===== config.mk =====
export PLATFORM = sky130hd
export DESIGN_NAME = fifo_wr_arbiter_flat
export DESIGN_NICKNAME = d
export VERILOG_FILES = /design/src/rtl/fifo_wr_arbiter_pkg.sv /design/src/rtl/fifo_wr_arbiter_if.sv /design/src/rtl/fifo_wr_arbiter_rr_arb_pick.sv /design/src/rtl/fifo_wr_arbiter.sv /design/src/flat_wrapper.sv
export SDC_FILE = /design/constraint.sdc
export NUM_CORES = 1
export LEC_CHECK = 0
export ABC_AREA = 1
export BUFFER_PORTS_ARGS = -buffer_cell sky130_fd_sc_hd__buf_2
export CELL_PAD_IN_SITES_DETAIL_PLACEMENT = 0
export CELL_PAD_IN_SITES_GLOBAL_PLACEMENT = 2
export CORE_MARGIN = 3
export CORE_UTILIZATION = 26
export CTS_BUF_LIST = sky130_fd_sc_hd__clkbuf_8
export DETAILED_ROUTE_END_ITERATION = 16
export GPL_TIMING_DRIVEN = 1
export PLACE_DENSITY_LB_ADDON = 0.12
export SLEW_MARGIN = 5
export SYNTH_ARGS = -nofsm -noshare
export SYNTH_HDL_FRONTEND = slang
export SYNTH_HIERARCHICAL = 1
export SYNTH_SLANG_ARGS = --single-unit

===== constraint.sdc =====
create_clock -name clk -period 2.57 [get_ports clk]
set_clock_uncertainty 0.1 [all_clocks]
set_input_delay 0.257 -clock clk [delete_from_list [all_inputs] [get_ports clk]]
set_output_delay 0.257 -clock clk [all_outputs]
set_load 0.01 [all_outputs]

===== src/rtl/fifo_wr_arbiter_pkg.sv =====
// fifo_arb_pkg: shared state encoding, default parameters and widths for the
// FIFO write-port arbiter.
package fifo_arb_pkg;

    typedef enum logic [1:0] {
        IDLE  = 2'd0,
        ISSUE = 2'd1,
        WAIT  = 2'd2
    } arb_state_e;

    localparam int N_REQ_DEF     = 4;
    localparam int DATA_W_DEF    = 16;
    localparam int MAX_RETRY_DEF = 3;
    localparam int STAT_W        = 16;
    localparam int RETRY_W       = 4;

    // Index width for n requesters; a single requester still needs one bit.
    function automatic int idx_w(input int n);
        return (n > 1) ? $clog2(n) : 1;
    endfunction

endpackage


===== src/rtl/fifo_wr_arbiter_if.sv =====
// fifo_wr_if: write side of the team's synchronous FIFO. The arbiter is the
// master (drives wr_en/data_in); the FIFO is the slave (returns status).
interface fifo_wr_if
    import fifo_arb_pkg::*;
#(
    parameter int DATA_W = DATA_W_DEF
) ();

    logic              wr_en;
    logic [DATA_W-1:0] data_in;
    logic              full;
    logic              wr_ack;
    logic              overflow;

    modport master (
        output wr_en,
        output data_in,
        input  full,
        input  wr_ack,
        input  overflow
    );

    modport slave (
        input  wr_en,
        input  data_in,
        output full,
        output wr_ack,
        output overflow
    );

endinterface


===== src/rtl/fifo_wr_arbiter_rr_arb_pick.sv =====
// rr_arb_pick: combinational round-robin pick. Returns the first set request
// bit found scanning upward from i_ptr with wrap-around.
module rr_arb_pick
    import fifo_arb_pkg::*;
#(
    parameter int N_REQ = N_REQ_DEF,
    parameter int PTR_W = idx_w(N_REQ)
) (
    input  logic [N_REQ-1:0] i_req,
    input  logic [PTR_W-1:0] i_ptr,
    output logic [PTR_W-1:0] o_grant,
    output logic             o_valid
);

    logic [PTR_W:0] w_pos;

    // NOTE: combinational logic uses blocking '=' with a default assigned
    // first, so every path drives every output and no latch is inferred.
    always_comb begin
        o_valid = 1'b0;
        o_grant = '0;
        w_pos   = '0;
        for (int i = 0; i < N_REQ; i++) begin
            w_pos = {1'b0, i_ptr} + (PTR_W+1)'(i);
            if (w_pos >= (PTR_W+1)'(N_REQ)) begin
                w_pos = w_pos - (PTR_W+1)'(N_REQ);
            end
            if (!o_valid && i_req[w_pos[PTR_W-1:0]]) begin
                o_valid = 1'b1;
                o_grant = w_pos[PTR_W-1:0];
            end
        end
    end

endmodule


===== src/rtl/fifo_wr_arbiter.sv =====
// fifo_wr_arbiter: round-robin sharing of one FIFO write port among N_REQ
// requesters, with bounded retry. Optional counters under FIFO_ARB_STATS_EN.
module fifo_wr_arbiter
    import fifo_arb_pkg::*;
#(
    parameter int N_REQ     = N_REQ_DEF,
    parameter int DATA_W    = DATA_W_DEF,
    parameter int MAX_RETRY = MAX_RETRY_DEF
) (
    input  logic                       clk,
    input  logic                       rst_n,
    input  logic [N_REQ-1:0]           i_req,
    input  logic [N_REQ*DATA_W-1:0]    i_req_data,
    output logic [N_REQ-1:0]           o_ack,
    output logic [N_REQ-1:0]           o_nack,
    output logic                       o_busy,
`ifdef FIFO_ARB_STATS_EN
    output logic [N_REQ*STAT_W-1:0]    o_acc_cnt,
    output logic [STAT_W-1:0]          o_drop_cnt,
`endif
    fifo_wr_if.master                  fifo_if
);

    localparam int PTR_W = idx_w(N_REQ);

    arb_state_e         r_state;
    logic [PTR_W-1:0]   r_ptr;
    logic [PTR_W-1:0]   r_idx;
    logic [RETRY_W-1:0] r_retry;
    logic [DATA_W-1:0]  r_data;
    logic [N_REQ-1:0]   r_ack;
    logic [N_REQ-1:0]   r_nack;
    logic               r_wr_en;
    logic               r_busy;

    logic [PTR_W-1:0]   w_grant;
    logic               w_valid;
    logic [PTR_W-1:0]   w_next_idx;
    logic               w_last_try;
    logic               w_refused;
    logic [DATA_W-1:0]  w_sel_data;

    rr_arb_pick #(
        .N_REQ (N_REQ),
        .PTR_W (PTR_W)
    ) u_pick (
        .i_req   (i_req),
        .i_ptr   (r_ptr),
        .o_grant (w_grant),
        .o_valid (w_valid)
    );

    assign w_sel_data = i_req_data[int'(w_grant)*DATA_W +: DATA_W];
    assign w_next_idx = (r_idx == PTR_W'(N_REQ-1)) ? '0 : r_idx + 1'b1;
    assign w_last_try = ((r_retry + 1'b1) == RETRY_W'(MAX_RETRY));
    // wr_ack wins over a simultaneous overflow, so any cycle without wr_ack is a refusal.
    assign w_refused  = fifo_if.overflow | ~fifo_if.wr_ack;

    // NOTE: sequential state uses non-blocking '<=' so every register sees
    // the pre-edge values of the others, matching flip-flop behaviour.
    always_ff @(posedge clk or negedge rst_n) begin
        if (!rst_n) begin
            r_state <= IDLE;
            r_ptr   <= '0;
            r_idx   <= '0;
            r_retry <= '0;
            r_data  <= '0;
            r_ack   <= '0;
            r_nack  <= '0;
            r_wr_en <= 1'b0;
            r_busy  <= 1'b0;
        end else begin
            r_ack  <= '0;
            r_nack <= '0;
            case (r_state)
                IDLE: begin
                    if (w_valid && !fifo_if.full) begin
                        r_idx   <= w_grant;
                        r_data  <= w_sel_data;
                        r_wr_en <= 1'b1;
                        r_busy  <= 1'b1;
                        r_state <= ISSUE;
                    end
                end
                ISSUE: begin
                    r_wr_en <= 1'b0;
                    r_state <= WAIT;
                end
                WAIT: begin
                    r_state <= IDLE;
                    r_busy  <= 1'b0;
                    if (fifo_if.wr_ack) begin
                        r_ack[r_idx] <= 1'b1;
                        r_ptr        <= w_next_idx;
                        r_retry      <= '0;
                    end else if (w_refused) begin
                        if (w_last_try) begin
                            r_nack[r_idx] <= 1'b1;
                            r_ptr         <= w_next_idx;
                            r_retry       <= '0;
                        end else begin
                            // Pointer stays on the refused requester so it retries first.
                            r_retry <= r_retry + 1'b1;
                            r_ptr   <= r_idx;
                        end
                    end
                end
                default: begin
                    r_state <= IDLE;
                    r_wr_en <= 1'b0;
                    r_busy  <= 1'b0;
                end
            endcase
        end
    end

    assign fifo_if.wr_en   = r_wr_en;
    assign fifo_if.data_in = r_data;
    assign o_ack           = r_ack;
    assign o_nack          = r_nack;
    assign o_busy          = r_busy;

`ifdef FIFO_ARB_STATS_EN
    logic [STAT_W-1:0] r_acc_cnt [N_REQ];
    logic [STAT_W-1:0] r_drop_cnt;

    // NOTE: the counter array is a handful of flops, not a RAM, so it takes
    // the async reset like any other register.
    always_ff @(posedge clk or negedge rst_n) begin
        if (!rst_n) begin
            for (int i = 0; i < N_REQ; i++) begin
                r_acc_cnt[i] <= '0;
            end
            r_drop_cnt <= '0;
        end else begin
            for (int i = 0; i < N_REQ; i++) begin
                if (r_ack[i] && (r_acc_cnt[i] != '1)) begin
                    r_acc_cnt[i] <= r_acc_cnt[i] + 1'b1;
                end
            end
            if ((|r_nack) && (r_drop_cnt != '1)) begin
                r_drop_cnt <= r_drop_cnt + 1'b1;
            end
        end
    end

    for (genvar g = 0; g < N_REQ; g++) begin : g_acc_out
        assign o_acc_cnt[g*STAT_W +: STAT_W] = r_acc_cnt[g];
    end
    assign o_drop_cnt = r_drop_cnt;
`endif

endmodule

===== src/flat_wrapper.sv =====
// flat-port wrapper written by rule: the top's interface ports become plain ports
module fifo_wr_arbiter_flat import fifo_arb_pkg::*;
#(
    parameter int N_REQ     = N_REQ_DEF,
    parameter int DATA_W    = DATA_W_DEF,
    parameter int MAX_RETRY = MAX_RETRY_DEF
)
  (clk, rst_n, i_req, i_req_data, o_ack, o_nack, o_busy, fifo_if_wr_en, fifo_if_data_in, fifo_if_full, fifo_if_wr_ack, fifo_if_overflow);
  fifo_wr_if #(.DATA_W(DATA_W)) fifo_if_i ();
  input  logic clk;
  input  logic rst_n;
  input  logic [N_REQ-1:0] i_req;
  input  logic [N_REQ*DATA_W-1:0] i_req_data;
  output logic [N_REQ-1:0] o_ack;
  output logic [N_REQ-1:0] o_nack;
  output logic o_busy;
  output wire logic [$bits(fifo_if_i.wr_en)-1:0] fifo_if_wr_en;
  output wire logic [$bits(fifo_if_i.data_in)-1:0] fifo_if_data_in;
  input wire logic [$bits(fifo_if_i.full)-1:0] fifo_if_full;
  input wire logic [$bits(fifo_if_i.wr_ack)-1:0] fifo_if_wr_ack;
  input wire logic [$bits(fifo_if_i.overflow)-1:0] fifo_if_overflow;
  assign fifo_if_wr_en = fifo_if_i.wr_en;
  assign fifo_if_data_in = fifo_if_i.data_in;
  assign fifo_if_i.full = fifo_if_full;
  assign fifo_if_i.wr_ack = fifo_if_wr_ack;
  assign fifo_if_i.overflow = fifo_if_overflow;
  fifo_wr_arbiter #(.N_REQ(N_REQ), .DATA_W(DATA_W), .MAX_RETRY(MAX_RETRY)) u_core (.clk(clk), .rst_n(rst_n), .i_req(i_req), .i_req_data(i_req_data), .o_ack(o_ack), .o_nack(o_nack), .o_busy(o_busy), .fifo_if(fifo_if_i));
endmodule

## Word-level counts from Yosys, hierarchy flattened

Index checks and enable logic that the tools add are counted.

- Bits of input ports: 73
- Register bits: 36
- Output and inout port bits: 26

- $lt $le $gt $ge: 10
- Muxes and demuxes: 40
- Reductions and logical operators: 15
- Bitwise gates (word level): 4
- $add $sub $neg: 9
- Shifts and indexed selects: 1
- Equal/unequal tests: 5

Operator list:

| operator | number |
|---|---|
| $shiftx A64 B7 Y16 | 1 |
| $mux W4 | 9 |
| $mux W2 | 13 |
| $lt A2 B3 Y1 const B | 5 |
| $mux W1 | 10 |
| $ge A3 B3 Y1 const B | 3 |
| $bmux W1 S2 | 4 |
| $reduce_and A2 Y1 | 4 |
| $sub A2 B1 Y2 const B | 4 |
| $add A2 B2 Y3 const B | 2 |
| $logic_and A1 B1 Y1 | 5 |
| $add A4 B1 Y4 const B | 1 |
| $eq A2 B2 Y1 const B | 2 |
| $eq A4 B2 Y1 const B | 1 |
| $logic_not A1 Y1 | 4 |
| $pmux W1 S2 | 2 |
| $pmux W2 S2 | 1 |
| $add A2 B1 Y3 const B | 1 |
| $ge A2 B3 Y1 const B | 1 |
| $not A1 Y1 | 3 |
| $add A2 B1 Y2 const B | 1 |
| $demux W1 S2 | 1 |
| $eq A2 B1 Y1 const B | 1 |
| $ge A2 B1 Y1 const B | 1 |
| other kinds (4) | 4 |

## Logic depth before layout (Yosys ltp)

Gate-level depths: netlist of run 1.

- Word-level depth: 17
- Mapped depth: 16

## Hierarchy

The synthesis of run 1 kept the hierarchy.

Modules (own cells, without submodules):

| module | times used | area each (um^2) | seq. area each (um^2) | cells each |
|---|---|---|---|---|
| fifo_wr_arbiter | 1 | 2059.5 | 900.9 | 254 |
| rr_arb_pick | 1 | 319.1 | 0.0 | 59 |

## Worst setup path after synthesis of run 1

OpenSTA, ideal clock, no wires.

- Path kind: reg-to-reg
- From: register u_core.r_ptr[0]
- To: register u_core.r_data[10] (netlist: u_core/fifo_if.data_in[10])
- Arrival: 1658 ps
- Path slack: 682 ps
- Stages on the path, launching flop included: 16
- Period minus slack after synthesis: 1888 ps
- Path buffers: 3
- Path through: dfrtp_1 -> buf_6 -> nand2_1 -> nand2_4 -> nand2_2 -> nand2_2 -> nor2_4 -> nand3_2 -> nand2_1 -> nand2_1 -> inv_1 -> buf_6 -> inv_2 -> buf_2 -> o21ai_0 -> a31oi_1

- Elaborated cells on any way between the ends: 40

RTL lines:

| item | line | text |
|---|---|---|
| start, declared | fifo_wr_arbiter.sv:27 | `logic [PTR_W-1:0] r_ptr;` |
| start signal, assigned | fifo_wr_arbiter.sv:94 | `r_ptr <= w_next_idx;` |
| start signal, assigned | fifo_wr_arbiter.sv:99 | `r_ptr <= w_next_idx;` |
| start signal, assigned | fifo_wr_arbiter.sv:104 | `r_ptr <= r_idx;` |
| parallel branches: the longest is 13 deep, another holds $add A2 B1 Y3 | n/a |  |
| $mux W2 (*) | fifo_wr_arbiter_rr_arb_pick.sv:28 | `if (!o_valid && i_req[w_pos[PTR_W-1:0]]) begin` |
| via u_core.w_grant[0] | fifo_wr_arbiter.sv:36 | `logic [PTR_W-1:0] w_grant;` |
| $shiftx A64 B7 Y16 (*) | fifo_wr_arbiter.sv:53 | `assign w_sel_data = i_req_data[int'(w_grant)*DATA_W +: DATA_W];` |
| end signal, assigned | fifo_wr_arbiter.sv:79 | `r_data <= w_sel_data;` |
| end, declared | fifo_wr_arbiter.sv:30 | `logic [DATA_W-1:0] r_data;` |

Mark *: on every way through the listed nets, which the timed path passes. The select of a mux whose other input is x is not followed.
A chain may end at the register's enable or synchronous reset.

## Worst setup path in the final report of run 1

- From: register u_core.r_ptr[0]
- To: register u_core.r_data[9] (netlist: u_core/fifo_if.data_in[9])

Same word-level chain as after synthesis.

==> flow_summary.json, run 1 <==
{
  "result_of_the_run": "complete, no violations",
  "ctsRootBufferMaster": "clkbuf_8",
  "detailedRoute.firstPassIterationCount": 4,
  "grt_setup_unrepaired": "false",
  "finish.cell_count_without_fillers": 518,
  "slew-limit-headroom_pct": 42.9,
  "drc": 0,
  "antenna-diode-count": 0,
  "synthesis.nets": 392,
  "element_type_at_the_critical_path_end": "flop",
  "final_common_cell": "buf_2",
  "grt_pass1_wl_um": 10900,
  "drive_above_1_share_pct": 37.3,
  "initial_core_util_pct": 27.0,
  "vias_per_cell": 4.35,
  "power.density_cell_area_mw_per_mm2": 1410,
  "power.ir.vdd_worst_v": 0.000687,
  "power.clock.fraction_pct": 10.0,
  "cts_tree": "built",
  "drv.max_cap_violation_count": 0,
  "dr_total_vias": 2253,
  "post-route-min-period_ns": 2.25,
  "coreArea_mm2": 0.00881,
  "clk_sink_count": 36,
  "netlist_area_mm2": 0.00238,
  "internal-power_mw": 2.00,
  "critPathKind": "reg2reg",
  "grt_max_degree": 37,
  "power.sequential.fraction_pct": 23.0,
  "final_min_period_over_clock_period_pct": 87.4,
  "cts.path.max_buffers": 2,
  "post-place-cells": 509,
  "finalMaxSlewViolations": 0,
  "final_hold_viol_count": 0,
  "totalWireLength_um": 6530,
  "detailed_place_hpwl_um": 4940,
  "grt_usage_pct": 13.2,
  "fp-row-count": 34,
  "arrival_time_at_the_worst_endpoint_ns": 2.36,
  "input_output_buffers": 97,
  "required_ns": 2.69,
  "syn-instance-count": 313,
  "post_drt_wl_per_cell_um": 12.6,
  "timing.critical_path.fanout_max": 33,
  "power_frac_comb_pct": 67.0,
  "synthToLayoutAreaGrowth_pct": 26.0,
  "gp_routability_congestion": 0.737,
  "worstSetupStartpointType": "flop",
  "clkTransAtPathRegs_ns": 0.08,
  "switchingPower_mw": 2.21,
  "switching_share_pct": 52.5,
  "synthesis.yosys.warnings": 6,
  "setup_viol": 0,
  "fin_setup_tns_ns": 0,
  "synth-seq-area-share_pct": 37.9,
  "ioPinCount": 99,
  "syn_area_per_cell_um2": 7.60,
  "min-delay-path-class": "in2reg",
  "tritoncts.num_buffers": 5,
  "first_iter_violations": 78,
  "achievable-frequency_ghz": 0.445,
  "grt_remaining_overflow": 0,
  "leak_pwr_nw": 1.51,
  "cts-resized-gates": 0,
  "final_ant_viol_nets": 0,
  "die_height_um": 102,
  "h-tree-depth": 2,
  "yosys_register_bits": 36,
  "tightestPinTransition_ns": 0.857,
  "floorplan.die_area_mm2": 0.0103,
  "grt_antenna_before_repair": 0,
  "die_w_um": 102,
  "layout.nets": 488,
  "worst_skew_pair.late_latency_ns": 0.29,
  "most-common-layout-cells": "buf_2 (97), nor2_1 (86), nand2_1 (38)",
  "synth.distinct_cells": 28,
  "grt_pass1_vias": 2265
}
## per-layer routing
layer / vias to the layer above / global-route usage, % / part of all wire (%)
li1: 1190 / - / -
met1: 996 / 16.7 / 44
met2: 62 / 22.9 / 48
met3: 5 / 3.65 / 7.4
met4: 0 / 2.15 / 0.46
met5: - / 0 / 0
## per-stage QoR
step | utilization, % | worst slack, ns | area, um^2 | power, mW | hold WS, ns
after floorplan | - | 0.682 | 2380 | 3.34 | -0.139
final | 34.0 | 0.325 | 3000 | 4.21 | 0.141
after CTS | 34.0 | 0.278 | 3000 | 4.32 | 0.135
after global routing | 34.0 | 0.0488 | 3000 | 4.73 | 0.160
after detailed placement | 32.9 | 0.280 | 2890 | 3.89 | 0.327
after global placement | 32.9 | 0.291 | 2890 | 3.87 | 0.315
## flip-flops by register name, indices dropped and copies added (netlist names)
name	flops
u_core/r_idx	2
u_core/r_ptr	2
u_core/fifo_if.data_in	16
u_core/r_retry	4
u_core/o_ack	4
u_core/r_state	2
u_core/o_busy	1
u_core/o_nack	4
u_core/fifo_if.wr_en	1
## what timing repair did
action,4_1_cts,5_1_grt
buffers inserted,0,0
hold buffers,1,0
endpoints found under the setup margin,0,0
endpoints found under the hold margin,13,0
## power groups by stage
stage	clock, mW	combinational [mW]	sequential [mW]
6_report	0.421	2.82	0.970
5_1_grt	0.472	3.25	1.01
4_1_cts	0.444	2.90	0.977
3_5_place_dp	0	2.90	0.982
3_3_place_gp	0	2.89	0.980
2_1_floorplan	0	2.33	1.02
## worst max-delay path: stages (launching register included)
cell	delay (ns)
dfrtp_1	0.45
buf_4	0.20
nand2_1	0.07
nand2_1	0.07
nand2_1	0.08
nand2_1	0.07
a21oi_1	0.12
nand2_1	0.06
nand2_1	0.07
inv_1	0.06
inv_2	0.41
o21ai_0	0.22
a31oi_1	0.18
## worst paths after layout
check,from,end,slack (ns),cells past startpoint
max in group asynchronous,rst_n,u_core/fifo_if.data_in[13]$_DFFE_PN0P_,1.32,2
worst min register to register,u_core/r_state[1]$_DFFE_PN0N_,u_core/r_state[1]$_DFFE_PN0N_,0.42,1
worst max-delay path,u_core/r_ptr[0]$_DFFE_PN0P_,u_core/fifo_if.data_in[9]$_DFFE_PN0P_,0.32,12
worst min-delay path,i_req_data[20],u_core/fifo_if.data_in[4]$_DFFE_PN0P_,0.14,3
min in group asynchronous,rst_n,u_core/o_ack[0]$_DFF_PN0_,0.51,2
worst max register to register,u_core/r_ptr[0]$_DFFE_PN0P_,u_core/fifo_if.data_in[9]$_DFFE_PN0P_,0.32,12
## area by class of cell
class	count	area, um^2
Sequential cell	36	901
Clock buffer	5	68.8
Multi-Input combinational cell	234	1220
Tap cell	108	135
Timing Repair Buffer	103	533
Inverter	29	119
Clock inverter	3	23.8
Fill cell	985	5810
## cell families after synthesis
group                    count (synthesis)  synth area share, %
buffers and inverters                   43                 11.0
flip-flops                              36                 37.9
AND/OR/NAND/NOR                        170                 34.7
adder cells (fa/ha/maj)                  6                 3.16
AO/OA/AOI/OAI                           58                 13.3
## synth_stat cells (all sizes together)
library cell / instances / area share [%]
buf: 12 / 5.6
nand3: 11 / 2.9
nand3b: 1 / 0.32
nand4: 2 / 0.53
o21ai: 40 / 8.6
ha: 6 / 3.2
inv: 29 / 5.0
nand2: 60 / 13
nor3: 4 / 1.7
nor2: 92 / 16
a21oi: 1 / 0.21
dfrtp: 36 / 38
a31oi: 16 / 4.2
clkbuf: 2 / 0.42
o22ai: 1 / 0.26
Note: power is estimated with default switching activity, not from simulation.
==> run 2, diff against run 1 <==
Settings changed: ABC_AREA 1 to default, CORE_UTILIZATION 26 to 29.
==> flow_summary.json, run 2 <==
{
  "final_common_cell": "buf_2",
  "coreArea_mm2": 0.00657,
  "post-route-min-period_ns": 2.25,
  "drc": 0,
  "filler_cell_count": 646,
  "netlist_area_mm2": 0.00203,
  "utilization_pct": 41.8,
  "synth_edf_count": 0,
  "clkTransAtPathRegs_ns": 0.07,
  "finalMaxSlewViolations": 0,
  "worst_skew_pair.late_latency_ns": 0.28,
  "first_iter_violations": 58,
  "grt_pass1_vias": 1657,
  "critical_path.max_stage_delay_ns": 0.58,
  "yosys_register_bits": 36,
  "timing.hold.ws_ns": 0.173,
  "vias_per_cell": 4.58,
  "grt_usage_pct": 12.8,
  "final_design_area_no_fill_mm2": 0.00275,
  "ctsRootBufferMaster": "clkbuf_8",
  "clk_sink_count": 36,
  "fin_setup_tns_ns": 0,
  "fp-row-count": 29,
  "totalWireLength_um": 4950,
  "post-place-cells": 337,
  "syn_area_per_cell_um2": 13.6,
  "h-tree-depth": 2,
  "place_worst_setup_slack_ns": 0.302,
  "synth_top_flop_cell": "dfrtp_1",
  "netlist.area_leader.share_pct": 44.3,
  "post-synth-top-count-cell": "dfrtp_1",
  "post_drt_wl_per_cell_um": 14.3,
  "drive_above_1_share_pct": 54.5,
  "achievable-frequency_ghz": 0.444,
  "final_min_period_over_clock_period_pct": 87.7,
  "arrival_time_at_the_worst_endpoint_ns": 2.33,
  "most-common-layout-cells": "buf_2 (97), dfrtp_1 (36), inv_1 (10)",
  "dr_total_vias": 1584,
  "worstSetupStartpointType": "flop",
  "die_w_um": 89.7,
  "synthesis.yosys.warnings": 6,
  "grt_remaining_overflow": 0,
  "gp_routability_congestion": 0.755,
  "input_output_buffers": 97,
  "ys_top_cells_by_count": "dfrtp_1 (36), inv_1 (10), mux2_4 (9), mux4_2 (9), nand2_1 (8)",
  "multi_input_area_mm2": 0.00104,
  "grt_max_degree": 37,
  "power.density_cell_area_mw_per_mm2": 900,
  "slew-limit-headroom_pct": 46.3,
  "synthesis.nets": 229,
  "cts.path.max_buffers": 2,
  "initial_core_util_pct": 31.0,
  "finish.cell_count_without_fillers": 346,
  "layout.nets": 331,
  "grt_antenna_before_repair": 0,
  "path_cells": "inv_2, a221o_1, a21oi_2, buf_12, mux4_1, mux2_2",
  "cts-resized-gates": 0,
  "cpMaxStageDelayCell": "mux4_1",
  "floorplan.die_area_mm2": 0.00805,
  "critPathKind": "reg2reg",
  "setup_viol": 0,
  "element_type_at_the_critical_path_end": "flop",
  "detailedRoute.firstPassIterationCount": 4,
  "drv.max_cap_violation_count": 0,
  "synth.top_cells.by_area": "dfrtp_1 (44%), mux4_2 (10%), mux4_1 (9.0%), mux2_4 (6.6%), mux2_2 (3.9%)",
  "timing.critical_path.fanout_max": 17,
  "design_power_total_mw": 2.47,
  "final_ant_viol_nets": 0,
  "final.setup.worst_slack_ns": 0.317,
  "min-delay-path-class": "in2reg",
  "result_of_the_run": "complete, no violations",
  "tightestPinTransition_ns": 0.805,
  "leak_pwr_nw": 1.38,
  "antenna-diode-count": 0,
  "required_ns": 2.64,
  "synthToLayoutAreaGrowth_pct": 35.1,
  "power.ir.vdd_worst_v": 0.000344,
  "synth_async_sr_flop_share_pct": 100,
  "die_height_um": 89.7,
  "post_dp_cell_area_mm2": 0.00263,
  "regArea_um2": 901,
  "detailed_place_hpwl_um": 3780,
  "final_hold_viol_count": 0,
  "ioPinCount": 99,
  "syn-instance-count": 150,
  "post_cts_buffers": 0,
  "synth.distinct_cells": 36,
  "synth.largest_area_cell": "dfrtp_1",
  "largest_reg_flops": 16,
  "grt_setup_unrepaired": "false",
  "synth-seq-area-share_pct": 44.3,
  "cts_tree": "built",
  "tritoncts.num_buffers": 5,
  "grt_pass1_wl_um": 8320
}
==> run 2: worst paths after layout <==
path,start,endpoint,slack (ns),cells past startpoint
setup reg to reg,u_core/r_ptr[0]$_DFFE_PN0P_,u_core/fifo_if.data_in[6]$_DFFE_PN0P_,0.32,6
min in group asynchronous,rst_n,u_core/o_nack[0]$_DFF_PN0_,0.49,2
setup / recovery,u_core/r_ptr[0]$_DFFE_PN0P_,u_core/fifo_if.data_in[6]$_DFFE_PN0P_,0.32,6
hold reg to reg,u_core/o_busy$_DFFE_PN0P_,u_core/o_busy$_DFFE_PN0P_,0.38,1
hold / removal,fifo_if_wr_ack,u_core/r_retry[3]$_DFFE_PN0P_,0.17,2
max in group asynchronous,rst_n,u_core/fifo_if.data_in[12]$_DFFE_PN0P_,1.37,2
==> run 2: critical path: cells and delay by family, from the launching register on <==
kind / cells / cell delay (ns)
muxes: 2 / 0.86
DFF: 1 / 0.41
buffers and inverters: 2 / 0.25
AOI/OAI and AO/OA: 2 / 0.52
==> run 2: repair_timing <==
item,in CTS,in global routing
setup endpoints to repair,0,0
hold buffers,1,0
endpoints found under the hold margin,36,0
==> run 2: cell families (layout without fill, tap and decap cells) <==
group                    count (synthesis)  in the layout  synth area share [%]
adder cells (fa/ha/maj)                  6              6                  3.69
flip-flops                              36             36                  44.3
AND/OR/NAND/NOR                         35             35                  9.85
XOR/XNOR                                 1              1                 0.431
AO/OA/AOI/OAI                           21             21                  6.77
buffers and inverters                   18            121                  4.92
multiplexers                            33             33                  30.0
==> run 2: cell type report <==
| type | instances | area share, % |
|---|---|---|
| Clock buffer | 5 | 2.50 |
| Clock inverter | 3 | 1.55 |
| Inverter | 11 | 1.50 |
| Multi-Input combinational cell | 96 | 37.8 |
| Sequential cell | 36 | 32.8 |
| Tap cell | 93 | 4.23 |
| Timing Repair Buffer | 102 | 19.6 |
==> run 2: power breakdown <==
group / switching, mW / internal (mW)
sequential: 0.134 / 0.763
combinational: 0.476 / 0.610
clock: 0.203 / 0.287
total: 0.813 / 1.66
==> run 2: per-layer routing <==
layer	part of all wire [%]	GRT usage, %	vias to the layer above
li1	-	-	769
met5	0	0	-
met2	45	20.3	63
met1	47	16.8	746
met4	1.3	4.21	0
met3	6.6	3.92	6
